**src/rtl/dma_axi_master.sv**
```systemverilog
// DMA AXI master: reads 16-beat bursts from the source address into a 16x32 FIFO, writes them out as a burst to the destination address.
// Latency: a read beat is in the FIFO the cycle after its RVALID/RREADY handshake; the FIFO head drives WDATA as soon as the write engine is in its data phase.
// Backpressure: RREADY drops while the FIFO is full; WVALID drops while the FIFO is empty; a stalled beat is held, never dropped.
// Ports:
//   clk, rstn                         clock, asynchronous active-low reset
//   master_read/master_write          requests from the DMA controller, held until the matching complete flag is seen
//   DMASRC_addr/DMADST_addr           burst byte addresses, forced to word alignment
//   read_ready/write_ready            engine idle indicators (write also needs data in the FIFO)
//   read_complete/write_complete      burst done, held until the request drops
//   fifo_full/fifo_empty              FIFO occupancy flags
//   AR*/R*, AW*/W*/B*                 AXI read and write channels (fixed size, INCR, WSTRB all-ones outside this block)
module dma_axi_master (
  input  logic        clk,
  input  logic        rstn,
  input  logic        master_read,
  input  logic        master_write,
  input  logic [31:0] DMASRC_addr,
  input  logic [31:0] DMADST_addr,
  output logic        read_ready,
  output logic        write_ready,
  output logic        read_complete,
  output logic        write_complete,
  output logic        fifo_full,
  output logic        fifo_empty,
  output logic [31:0] ARADDR,
  output logic [3:0]  ARLEN,
  output logic        ARVALID,
  input  logic        ARREADY,
  input  logic [31:0] RDATA,
  input  logic        RLAST,
  input  logic        RVALID,
  output logic        RREADY,
  output logic [31:0] AWADDR,
  output logic [3:0]  AWLEN,
  output logic        AWVALID,
  input  logic        AWREADY,
  output logic [31:0] WDATA,
  output logic        WLAST,
  output logic        WVALID,
  input  logic        WREADY,
  input  logic        BVALID,
  output logic        BREADY
);

  localparam logic [1:0] R_IDLE = 2'd0;
  localparam logic [1:0] R_ADDR = 2'd1;
  localparam logic [1:0] R_DATA = 2'd2;
  localparam logic [1:0] R_DONE = 2'd3;

  localparam logic [2:0] W_IDLE = 3'd0;
  localparam logic [2:0] W_ADDR = 3'd1;
  localparam logic [2:0] W_DATA = 3'd2;
  localparam logic [2:0] W_RESP = 3'd3;
  localparam logic [2:0] W_DONE = 3'd4;

  logic [1:0]  rstate;
  logic [2:0]  wstate;
  logic [3:0]  rbeat;
  logic [3:0]  wbeat;
  logic [31:0] mem [16];
  logic [3:0]  wr_ptr;
  logic [3:0]  rd_ptr;
  logic [4:0]  count;
  logic        push;
  logic        pop;
  logic [3:0]  awlen_entry;

  // Byte-offset bits are dropped on purpose: bursts are always word aligned.
  logic unused_addr_bits;
  assign unused_addr_bits = ^{DMASRC_addr[1:0], DMADST_addr[1:0]};

  assign fifo_full   = (count == 5'd16);
  assign fifo_empty  = (count == 5'd0);
  assign read_ready  = (rstate == R_IDLE);
  assign write_ready = (wstate == W_IDLE) && !fifo_empty;

  assign ARVALID       = (rstate == R_ADDR);
  assign RREADY        = (rstate == R_DATA) && !fifo_full;
  assign read_complete = (rstate == R_DONE);

  assign AWVALID        = (wstate == W_ADDR);
  assign WVALID         = (wstate == W_DATA) && !fifo_empty;
  // Zero outside the data phase so the bus is quiet in reset and between bursts.
  assign WDATA          = WVALID ? mem[rd_ptr] : 32'd0;
  assign WLAST          = WVALID && (wbeat == AWLEN);
  assign BREADY         = (wstate == W_RESP);
  assign write_complete = (wstate == W_DONE);

  assign push = RVALID && RREADY;
  assign pop  = WVALID && WREADY;

  // Burst length follows what is already buffered; a full FIFO caps at 16 beats.
  assign awlen_entry = count[4] ? 4'd15 : (count[3:0] - 4'd1);

  // Storage carries no reset: count/pointers alone define validity.
  always_ff @(posedge clk) begin
    if (push) mem[wr_ptr] <= RDATA;
  end

  always_ff @(posedge clk or negedge rstn) begin
    if (!rstn) begin
      wr_ptr <= 4'd0;
      rd_ptr <= 4'd0;
      count  <= 5'd0;
    end else begin
      if (push) wr_ptr <= wr_ptr + 4'd1;
      if (pop)  rd_ptr <= rd_ptr + 4'd1;
      if (push && !pop)      count <= count + 5'd1;
      else if (pop && !push) count <= count - 5'd1;
    end
  end

  always_ff @(posedge clk or negedge rstn) begin
    if (!rstn) begin
      rstate <= R_IDLE;
      rbeat  <= 4'd0;
      ARADDR <= 32'd0;
      ARLEN  <= 4'd0;
    end else begin
      case (rstate)
        R_IDLE: if (master_read) begin
          ARADDR <= {DMASRC_addr[31:2], 2'b00};
          ARLEN  <= 4'd15;
          rstate <= R_ADDR;
        end
        R_ADDR: if (ARREADY) begin
          rbeat  <= 4'd0;
          rstate <= R_DATA;
        end
        R_DATA: if (push) begin
          rbeat <= rbeat + 4'd1;
          // An early RLAST ends the burst short; otherwise stop after 16 beats.
          if (RLAST || rbeat == 4'd15) rstate <= R_DONE;
        end
        default: if (!master_read) rstate <= R_IDLE;
      endcase
    end
  end

  always_ff @(posedge clk or negedge rstn) begin
    if (!rstn) begin
      wstate <= W_IDLE;
      wbeat  <= 4'd0;
      AWADDR <= 32'd0;
      AWLEN  <= 4'd0;
    end else begin
      case (wstate)
        W_IDLE: if (master_write && !fifo_empty) begin
          AWADDR <= {DMADST_addr[31:2], 2'b00};
          AWLEN  <= awlen_entry;
          wstate <= W_ADDR;
        end
        W_ADDR: if (AWREADY) begin
          wbeat  <= 4'd0;
          wstate <= W_DATA;
        end
        W_DATA: if (pop) begin
          wbeat <= wbeat + 4'd1;
          if (wbeat == AWLEN) wstate <= W_RESP;
        end
        W_RESP: if (BVALID) wstate <= W_DONE;
        W_DONE: if (!master_write) wstate <= W_IDLE;
        default: wstate <= W_IDLE;
      endcase
    end
  end

endmodule
```
**config.mk**
```make
export PLATFORM = sky130hd
export DESIGN_NAME = dma_axi_master
export DESIGN_NICKNAME = d
export VERILOG_FILES = /design/src/rtl/dma_axi_master.sv
export SDC_FILE = /design/constraint.sdc
export NUM_CORES = 1
export LEC_CHECK = 0
export ABC_CLOCK_PERIOD_IN_PS = 3600
export BUFFER_PORTS_ARGS = -buffer_cell sky130_fd_sc_hd__clkbuf_2
export CORE_UTILIZATION = 40
export CTS_BUF_LIST = sky130_fd_sc_hd__clkbuf_2
export DETAILED_ROUTE_END_ITERATION = 7
export PLACE_DENSITY_LB_ADDON = 0.15
export REMOVE_ABC_BUFFERS = 1
export SLEW_MARGIN = 20
export SYNTH_ARGS = -nofsm -noshare
export SYNTH_HDL_FRONTEND = slang
export SYNTH_SLANG_ARGS = --single-unit
```
**constraint.sdc**
```tcl
create_clock -name clk -period 3.6 [get_ports clk]
set_input_delay 0.54 -clock clk [delete_from_list [all_inputs] [get_ports clk]]
set_output_delay 0.54 -clock clk [all_outputs]
set_load 0.1 [all_outputs]
```
==> results of run 1 <==
metrics by stage:
stage | power [mW] | hold WS, ns | std cells | setup slack (ns)
finish | 24.9 | 0.203 | 2635 | -0.425
global route | 26.1 | 0.116 | 2631 | -0.623
CTS | 25.1 | 0.00489 | 2626 | -0.652
detailed placement | 19.4 | 0.482 | 2119 | 0.233
global placement | 19.3 | 0.487 | 2119 | 0.345
floorplan | 16.7 | 0.244 | 1100 | -3.56
flip-flops by register name, summed over array words and instances (netlist names):
signal and cells:
ARADDR 30, mem 512, ARLEN 1, AWLEN 4, AWADDR 30, rbeat 4, rstate 2, count 5
rd_ptr 4, wstate 3, wr_ptr 4, wbeat 4
worst max-delay path, delay by kind of cell (launching register included):
| kind | cells | cell delay (ns) |
|---|---|---|
| AO/OA/AOI/OAI | 1 | 0.24 |
| flip-flops | 1 | 0.41 |
| adder cells (fa/ha/maj) | 1 | 0.13 |
| AND/OR/NAND/NOR | 3 | 0.72 |
| buffers and inverters | 5 | 0.70 |
layout make-up:
class	count	area share, %
Clock inverter	40	0.938
Inverter	13	0.174
Multi-Input combinational cell	484	20.0
Antenna cell	5	0.0404
Timing Repair Buffer	491	15.1
Sequential cell	603	57.0
Tap cell	773	3.12
Clock buffer	226	3.65
repair_timing:
action	4_1_cts	5_1_grt
hold buffers	222	0
buffers inserted	16	2
gates resized for setup	55	12
hold endpoints to repair	684	0
setup endpoints to repair	37	35
pin swaps	16	17
cloned	3	2
placed cells by master (no fill, tap or decap), types with 5 or more instances in the layout:
cell and instances:
sky130_fd_sc_hd__a22oi_2 31, sky130_fd_sc_hd__and2_2 12, sky130_fd_sc_hd__buf_12 58, sky130_fd_sc_hd__buf_4 26
sky130_fd_sc_hd__clkbuf_2 401, sky130_fd_sc_hd__clkinv_1 21, sky130_fd_sc_hd__dfrtp_1 86, sky130_fd_sc_hd__diode_2 5
sky130_fd_sc_hd__dlygate4sd3_1 221, sky130_fd_sc_hd__edfxtp_1 512, sky130_fd_sc_hd__ha_1 17, sky130_fd_sc_hd__inv_1 9
sky130_fd_sc_hd__inv_2 7, sky130_fd_sc_hd__mux2_2 60, sky130_fd_sc_hd__mux4_2 128, sky130_fd_sc_hd__nand2_1 23
sky130_fd_sc_hd__nand2b_1 35, sky130_fd_sc_hd__nand2b_4 30, sky130_fd_sc_hd__nand3_1 6, sky130_fd_sc_hd__nand3_2 31
sky130_fd_sc_hd__nor2_1 10, sky130_fd_sc_hd__nor2b_1 8, sky130_fd_sc_hd__nor3_1 5, sky130_fd_sc_hd__o21ai_0 11
sky130_fd_sc_hd__xnor2_1 11
worst paths after layout:
check,start,to
worst min register to register,AWADDR[22],AWADDR[22]
worst max register to register,count[0],count[4]
min in group asynchronous,rstn,ARADDR[29]
worst min-delay path,RDATA[27],mem[11][27]
max in group asynchronous,rstn,rd_ptr[0]
worst max-delay path,count[0],WDATA[17]
per-layer routing:
metal | global-route usage (%) | vias to the layer above | wire, um
li1 | - | 5956 | -
met1 | 25.4 | 6884 | 24800
met2 | 30.4 | 381 | 27500
met3 | 4.70 | 86 | 2900
met4 | 8.04 | 2 | 1150
met5 | 0 | - | 13
logic make-up after synthesis:
logic type	Yosys count
adders and majority gates	19
muxes	191
and+or+nand+nor	189
AOI/OAI and AO/OA	66
DFF	603
other	1
xor gates and xnor gates	15
buffers and inverters	76
cell usage after synthesis (all sizes together) (3+ instances only):
master	count	area [sq um]
edfxtp	512	15400
mux4	128	2880
dfrtp	91	2280
nand2b	65	632
mux2	61	687
buf	44	278
nand3	38	340
a22oi	33	248
nand2	23	86.3
clkbuf	19	71.3
ha	18	225
and2	13	81.3
inv	13	48.8
o21ai	11	55.1
xnor2	11	96.3
nor2	10	37.5
nor2b	8	50.1
nor3	6	30.0
nor3b	5	42.5
a211o	4	35.0
and4	4	35.0
xor2	4	35.0
a21oi	3	15.0
and3	3	18.8
nand4	3	18.8
power by group through the flow:
| stage | sequential (mW) | clock, mW | combinational, mW |
|---|---|---|---|
| 2_1_floorplan | 11.9 | 0 | 4.79 |
| 3_3_place_gp | 8.91 | 0 | 10.4 |
| 3_5_place_dp | 8.94 | 0 | 10.5 |
| 4_1_cts | 8.72 | 4.95 | 11.4 |
| 5_1_grt | 8.83 | 5.28 | 12.0 |
| 6_report | 8.74 | 4.74 | 11.4 |
==> metrics, run 1 <==
share of the synthesized area in compound gates (AO/OA/AOI/OAI) 2.00%; static power due to leakage 11.6 nW; relative area change from synthesis to final layout 29.1%; distinct cell type count after synthesis 57; Residual DRC 24; launching element type of the critical path flip-flop; fin. max-slew vios 0; XOR/XNOR Fraction of Synth Area less than 1%; area used by multi-input combinational logic 6180 sq um; post-synthesis average cell area 20.7 sq um; final total negative setup slack -12.22 ns; total power per unit cell area approximately 800 nW/um^2; count of nets left with antenna violations after detail routing 0; Seq pwr share 35.1%; area of the die about 61000 sq um; flip-flop and latch area 17700 sq um; vias 13300; worst hold path class in2reg; number of fill cells in the layout 4781; half-perimeter wire length of the detailed placement result 28.7 mm; largest family of logic cells by synthesized area multiplexers; minimum clock period between 4 and 5 ns; R2R setup slack 0.41 ns; share of synthesized registers carrying an async set or reset 15.1%; prevailing post-synth register cell sky130_fd_sc_hd__edfxtp_1; gr ovfl total 0; number of I/O pins between 200 and 250; slowest cell delay on critical path 0.51 ns; data required time at the worst endpoint just over 3 ns; length in cells of the worst reg-to-reg path 12; Post-Route Utilization 52.4%; Worst Clk Skew 0.0584 ns; pin count of the biggest net entering global routing 69; number of buffers added on ports about 210; number of standard-cell rows in the floorplan 89; Max Root-Sink Buffers 3; violated checks design-rule violations, negative setup slack; Setup WS post-layout -0.425 ns; proportion of synthesized chip area in sequential cells 73.6%; internal power 14.3 mW; total routed wirelength 56.3 mm; total iterations of the first detailed-routing run 7; number of maximum-capacitance violations 0; gr usage total 19.2%; initial core utilization 40.6%; cell area after placement 26700 sq um; fraction of power spent switching nets 42.6%; number of vias per cell 5.05; routed wirelength normalized by instance count 21.4 um; Die Height roughly 250 um; Starting DRT DRC Count 700; biggest fanout along the worst timing path 8; Final Net Count 1875; synthesized-area fraction occupied by and/or/nand/nor cells 6.19%; clock-pin transition on the worst setup and hold timing paths 0.09 ns; final weighted congestion of routability-driven global placement 0.732; result of the run finished, violations left; worst slew slack as a fraction of its limit 41.3%; clock tree from TritonCTS done; Mapped Cells 1160; Psw approximately 11 mW; transition at the pin with the smallest max-transition slack between 0.8 and 0.9 ns; buffer type at the clock tree root sky130_fd_sc_hd__clkbuf_2; adder and majority cell fraction of the synthesized area 1.02%; area of the core 59100 sq um; CP endpoint kind output pin; kind of critical path reg2out; CTS buffer count around 160; ordered list of cells on the worst path inv_2 > ha_4 > or4b_4 > inv_6 > buf_4 > nor3_4 > clkbuf_16 > a22oi_2 > nand3_2 > buf_12; setup repair after global routing missed its margin true; number of synthesized register bits 603; setup-violating endpoint count in the final report 32; number of clock sinks seen by CTS 603; proportion of layout cells with a drive suffix above 1 about 45%; final cell area excluding filler cells 31000 sq um; IR Drop Worst-Case VDD 0.831 mV; cell with the largest stage delay on the worst path sky130_fd_sc_hd__or4b_4; initial antenna violation count 4; clock network latency to the later pin of the worst-skew pair 1.33 ns; global-route wire length before repair 85.7 mm; Worst EP arrival 3.49 ns; Combinational Power Share 45.9%; via count of the first global-routing pass 14500; clock network fraction of design power a little under a fifth; depth of the CTS H-tree 4; Die X 247 um; multiplexer share of the synthesized area between 10% and 20%; final number of hold-violating endpoints 0; synthesized cell area 24000 sq um; EDFF count, synth 512; highest achievable clock rate about 0.25 GHz; Hold Path Depth 2; final clock period utilization by the worst path 112%; count of yosys warnings during synthesis 0
No activity file was read; power rests on OpenSTA's default activity.
==> run 2: changes to the inputs <==
- CORE_UTILIZATION: 40 -> 60
==> metrics, run 2 (same netlist as run 1, synthesis figures left out) <==
minimum clock period 3.81 ns (-0.215 ns); startpoint of the worst setup timing path count[0]; result of the run finished, violations left; most common cell after layout, fill and taps aside sky130_fd_sc_hd__edfxtp_1; worst hold path class in2async; number of buffers added on ports 213 (unchanged); routed wirelength normalized by instance count 23.1 um (+8.1%); depth of the CTS H-tree 4 (unchanged); buffer type at the clock tree root sky130_fd_sc_hd__clkbuf_2; max FFs per register 512 (unchanged); internal power 13.8 mW (-3.2%); vias 13000 (-2.4%); number of fill cells in the layout 2240 (-53%); setup repair after global routing missed its margin true; gr ovfl total 0 (unchanged); pin count of the biggest net entering global routing 84 (+22%); length in cells of the worst reg-to-reg path 13 (+1); clock-pin transition on the worst setup and hold timing paths 0.12 ns (+0.03 ns); proportion of layout cells with a drive suffix above 1 47.7% (+3.0 points); largest registers in the final layout mem: 512 flops, ARADDR: 30 flops, AWADDR: 30 flops; Worst Clk Skew 0.0707 ns (+0.0123 ns); worst slew slack as a fraction of its limit 51.2% (+9.8 points); final total negative setup slack -5.26 ns (+6.96 ns); Worst EP arrival 3.27 ns (-0.22 ns); number of vias per cell 5.79 (+15%); area of the die 40800 sq um (-33%); half-perimeter wire length of the detailed placement result 27.7 mm (-3.6%); Die Height 202 um (-18%); cell area after placement 26200 sq um (-1.9%); highest-count cells in the layout ignoring fill and taps sky130_fd_sc_hd__edfxtp_1 (512), sky130_fd_sc_hd__clkbuf_2 (398), sky130_fd_sc_hd__mux4_2 (128), sky130_fd_sc_hd__dlygate4sd3_1 (103), sky130_fd_sc_hd__dfrtp_1 (86); Final Net Count 1744 (-7.0%); data required time at the worst endpoint 3.06 ns (about the same); Most flops, register mem; Starting DRT DRC Count 895 (+28%); capture point of the worst path WDATA[29]; number of maximum-capacitance violations 0 (unchanged); reg-to-reg critical path startpoint count[0]; R2R setup slack 0.27 ns (-0.14 ns); IR Drop Worst-Case VDD 1.25 mV (+51%); fin. max-slew vios 0 (unchanged); clock network latency to the later pin of the worst-skew pair 1.06 ns (-0.27 ns); relative area change from synthesis to final layout 22.4%; fraction of power spent switching nets 43.0% (+0.38 points); final weighted congestion of routability-driven global placement 0.775 (+5.9%); transition at the pin with the smallest max-transition slack 0.733 ns (-0.147 ns); static power due to leakage 11.1 nW (-4.4%); count of nets left with antenna violations after detail routing 0 (unchanged); endpoint of the worst-slack reg-to-reg timing path count[4]; clock tree from TritonCTS done; area of the core 39000 sq um (-34%); number of I/O pins 222 (unchanged); kind of critical path reg2out; number of clock sinks seen by CTS 603 (unchanged); Psw 10.4 mW (-1.7%); highest achievable clock rate 0.262 GHz (+5.7%); Die X 202 um (-18%); clock network fraction of design power 18.9% (about the same); final number of hold-violating endpoints 0 (unchanged); gr usage total 26.3% (+7.0 points); biggest fanout along the worst timing path 8 (unchanged); Max Root-Sink Buffers 3 (unchanged); CTS buffer count 149 (-5.1%); final cell area excluding filler cells 29400 sq um (-5.2%); Residual DRC 0 (-100%); violated checks negative setup slack; total power per unit cell area 826 nW/um^2 (+2.8%); initial core utilization 61.5% (+21 points); via count of the first global-routing pass 13900 (-3.8%); number of standard-cell rows in the floorplan 72 (-19%); Seq pwr share 36.5% (+1.4 points); total routed wirelength 51.8 mm (-7.9%); total iterations of the first detailed-routing run 5 (-2); initial antenna violation count 2 (-2); global-route wire length before repair 78.8 mm (-8.1%); CP endpoint kind output pin; setup-violating endpoint count in the final report 32 (unchanged); Setup WS post-layout -0.210 ns (+0.215 ns); Combinational Power Share 44.5% (-1.4 points); launching element type of the critical path flip-flop; final clock period utilization by the worst path 106% (-6.0 points)
==> run 2: layout make-up <==
cell class | instances | area [sq um] | area share [%]
Antenna cell | 2 | 5.00 | 0.0170
Clock buffer | 219 | 1100 | 3.73
Clock inverter | 38 | 297 | 1.01
Inverter | 13 | 61.3 | 0.209
Multi-Input combinational cell | 486 | 6300 | 21.5
Sequential cell | 603 | 17700 | 60.2
Tap cell | 518 | 648 | 2.21
Timing Repair Buffer | 366 | 3290 | 11.2
==> run 2: through the flow <==
step	total power [mW]	utilization, %	std cells	hold slack (ns)	setup WS, ns
finish	24.3	75.3	2245	0.129	-0.210
global route	25.3	75.3	2245	0.0394	-0.394
CTS	24.3	74.8	2240	0.0213	-0.273
detailed placement	19.0	67.1	1863	0.481	0.267
global placement	18.9	67.1	1863	0.483	0.401
floorplan	16.7	-	1100	0.244	-3.56
==> run 2: critical path, cell delays in order (launching register included) <==
cell and delay (ns):
sky130_fd_sc_hd__dfrtp_1 0.42, sky130_fd_sc_hd__inv_2 0.09, sky130_fd_sc_hd__ha_4 0.13, sky130_fd_sc_hd__or4b_4 0.53
sky130_fd_sc_hd__clkinv_8 0.12, sky130_fd_sc_hd__nor3_4 0.06, sky130_fd_sc_hd__buf_12 0.17, sky130_fd_sc_hd__clkbuf_16 0.18
sky130_fd_sc_hd__a22oi_2 0.17, sky130_fd_sc_hd__nand3_2 0.15, sky130_fd_sc_hd__buf_12 0.20
==> run 2: worst min path at each step <==
| stage | start | endpoint | depth (start not counted) |
|---|---|---|---|
| 2_1_floorplan | rstn | ARADDR[10] | 0 |
| 3_3_place_gp | AWADDR[16] | AWADDR[16] | 1 |
| 3_5_place_dp | AWADDR[16] | AWADDR[16] | 1 |
| 4_1_cts | RLAST | rstate[1] | 4 |
| 5_1_grt | RLAST | rstate[1] | 4 |
| 6_report | rstn | wbeat[3] | 2 |
==> run 2: routing by layer <==
| metal | vias to the layer above | wire, um | global-route usage (%) |
|---|---|---|---|
| li1 | 5689 | - | - |
| met1 | 6620 | 20600 | 35.2 |
| met2 | 605 | 26200 | 43.1 |
| met3 | 75 | 4120 | 5.92 |
| met4 | 0 | 873 | 8.71 |
| met5 | - | 0 | 0 |
==> run 2: timing repair <==
item | 4_1_cts | 5_1_grt
buffers inserted | 12 | 2
cloned | 5 | 1
hold buffers | 103 | 0
endpoints found under the hold margin | 673 | 0
pin swaps | 10 | 12
setup endpoints to repair | 33 | 35
gates resized for setup | 88 | 21
==> run 2: power by group through the flow <==
stage                     Combinational, mW  Sequential [mW]  Clock [mW]
after floorplan                        4.79             11.9           0
after global placement                 9.94             8.96           0
after detailed placement               10.0             8.99           0
after CTS                              10.7             8.84        4.71
after global routing                   11.3             8.95        5.06
final                                  10.8             8.87        4.59
==> run 3: changes to the inputs <==
- TNS_END_PERCENT: default -> 5
==> metrics, run 3 (same netlist as run 1, synthesis figures left out) <==
Seq pwr share 36.8% (+0.3 points); flip-flop and latch area 17700 sq um (about the same); Setup WS post-layout -0.171 ns (+0.0387 ns); total power per unit cell area 826 nW/um^2 (about the same); area of the die 40800 sq um (unchanged); result of the run finished, violations left; most common cell after layout, fill and taps aside sky130_fd_sc_hd__edfxtp_1; gr ovfl total 0 (unchanged); final cell area excluding filler cells 29200 sq um (-0.63%); kind of critical path reg2out; IR Drop Worst-Case VDD 1.25 mV (about the same); vias 13000 (+0.0077%); violated checks negative setup slack; worst hold path class in2reg; setup repair after global routing missed its margin true; cell total after placement 1863 (unchanged); Most flops, register mem; max FFs per register 512 (unchanged); depth of the CTS H-tree 4 (unchanged); number of maximum-capacitance violations 0 (unchanged); clock tree from TritonCTS done; number of buffers added on ports 213 (unchanged); largest registers in the final layout mem: 512 flops, ARADDR: 30 flops, AWADDR: 30 flops; total iterations of the first detailed-routing run 7 (+2); buffer type at the clock tree root sky130_fd_sc_hd__clkbuf_2; area of the core 39000 sq um (unchanged); initial antenna violation count 2 (unchanged); data required time at the worst endpoint 3.06 ns (about the same); Worst EP arrival 3.23 ns (-0.04 ns); total routed wirelength 51.0 mm (-1.5%); via count of the first global-routing pass 13900 (-0.33%); clock-pin transition on the worst setup and hold timing paths 0.09 ns (-0.03 ns); highest achievable clock rate 0.265 GHz (+1.0%); routed wirelength normalized by instance count 22.8 um (-1.4%); Worst Clk Skew 0.0678 ns (-0.00286 ns); Cell Count, Final, Fillers Out 2243 (-0.089%); number of vias per cell 5.79 (about the same); Die X 202 um (unchanged); minimum clock period 3.77 ns (-0.0387 ns); cell with the largest stage delay on the worst path sky130_fd_sc_hd__dfrtp_1; initial core utilization 61.5% (unchanged); ordered list of cells on the worst path nand4bb_1 > nor3b_4 > clkbuf_16 > a22oi_2 > nand3_2 > buf_12; proportion of layout cells with a drive suffix above 1 46.9% (-0.79 points); half-perimeter wire length of the detailed placement result 27.7 mm (unchanged); worst slew slack as a fraction of its limit 51.1% (about the same); Max Root-Sink Buffers 3 (unchanged); gr usage total 25.9% (-0.37 points); Die Height 202 um (unchanged); internal power 13.8 mW (-0.47%); Residual DRC 0 (unchanged); Worst path top cell family by delay simple AND/OR/NAND/NOR gates; relative area change from synthesis to final layout 21.6%; number of standard-cell rows in the floorplan 72 (unchanged); fin. max-slew vios 0 (unchanged); Psw 10.3 mW (-0.91%); pin count of the biggest net entering global routing 84 (unchanged); highest-count cells in the layout ignoring fill and taps sky130_fd_sc_hd__edfxtp_1 (512), sky130_fd_sc_hd__clkbuf_2 (397), sky130_fd_sc_hd__mux4_2 (128), sky130_fd_sc_hd__dlygate4sd3_1 (103), sky130_fd_sc_hd__dfrtp_1 (87); Combinational Power Share 44.2% (-0.3 points); Starting DRT DRC Count 918 (+2.6%); number of fill cells in the layout 2269 (+1.3%); final weighted congestion of routability-driven global placement 0.775 (unchanged); launching element type of the critical path flip-flop; static power due to leakage 11.0 nW (-1.1%); area used by multi-input combinational logic 6180 sq um (-1.9%); Final Net Count 1741 (-0.17%); worst path bufs/invs 2 (-3); biggest fanout along the worst timing path 8 (unchanged); CTS buffer count 149 (unchanged); CP endpoint kind output pin; global-route wire length before repair 77.9 mm (-1.1%); number of I/O pins 222 (unchanged); setup-violating endpoint count in the final report 32 (unchanged); final clock period utilization by the worst path 105% (-1.1 points); slowest cell delay on critical path 0.65 ns (+0.12 ns); fraction of power spent switching nets 42.9% (-0.11 points); count of nets left with antenna violations after detail routing 0 (unchanged); transition at the pin with the smallest max-transition slack 0.733 ns (+0.000662 ns); clock network latency to the later pin of the worst-skew pair 1.07 ns (about the same); final number of hold-violating endpoints 0 (unchanged); cell area after placement 26200 sq um (unchanged); clock network fraction of design power 19.0% (about the same); number of clock sinks seen by CTS 603 (unchanged)
[run 3: power groups by stage]
stage	clock (mW)	combinational [mW]	sequential [mW]
4_1_cts	4.71	10.6	8.84
2_1_floorplan	0	4.79	11.9
3_3_place_gp	0	9.94	8.96
3_5_place_dp	0	10.0	8.99
5_1_grt	5.06	11.1	8.94
6_report	4.58	10.7	8.86
[run 3: per-stage QoR]
step	setup WS, ns	hold WS [ns]	TNS, ns	utilization [%]	total power, mW
after floorplan	-3.56	0.244	-114.66	-	16.7
after global placement	0.401	0.483	0	67.1	18.9
after detailed placement	0.267	0.481	0	67.1	19.0
after CTS	-0.315	0.0213	-8.83	74.4	24.1
after global routing	-0.365	0.0226	-10.29	74.8	25.1
final	-0.171	0.128	-4.57	74.8	24.1
[run 3: tightest hold or removal path, stage by stage]
cell	delay [ns]
sky130_fd_sc_hd__clkbuf_2	0.08
sky130_fd_sc_hd__a311oi_1	0.04
sky130_fd_sc_hd__a211o_1	0.24
sky130_fd_sc_hd__mux2_2	0.22
[run 3: path summary, 6_finish.rpt]
path / end / cells after the start / from / slack, ns
hold reg to reg: AWADDR[16] / 1 / AWADDR[16] / 0.50
setup / recovery: WDATA[29] / 6 / rd_ptr[2] / -0.17
hold / removal: rstate[1] / 4 / RLAST / 0.13
max in group asynchronous: rstate[0] / 3 / rstn / 2.83
setup reg to reg: count[4] / 12 / count[0] / 0.40
min in group asynchronous: AWADDR[5] / 2 / rstn / 0.15
[run 3: metal layers]
layer | vias up | routed length (um) | GRT usage (%)
met4 | 0 | 1150 | 9.09
met2 | 600 | 25500 | 42.3
met5 | - | 0 | 0
li1 | 5679 | - | -
met1 | 6622 | 20500 | 34.6
met3 | 89 | 3870 | 5.85
[run 3: what timing repair did]
action,CTS,global route
hold endpoints to repair,673,0
hold buffers,103,0
endpoints found under the setup margin,33,33
buffers inserted,9,4
resized for setup,72,16
cloned,3,1
pin swaps,9,6
[run 3: layout make-up]
class                   instances  share of cell area, %
diodes                          3                 0.0257
clock buffers                 219                   3.76
clock inverters                38                   1.02
inverters                      13                  0.193
multi-input cells             486                   21.2
flip-flops and latches        603                   60.5
well taps                     518                   2.22
repair buffers                363                   11.1
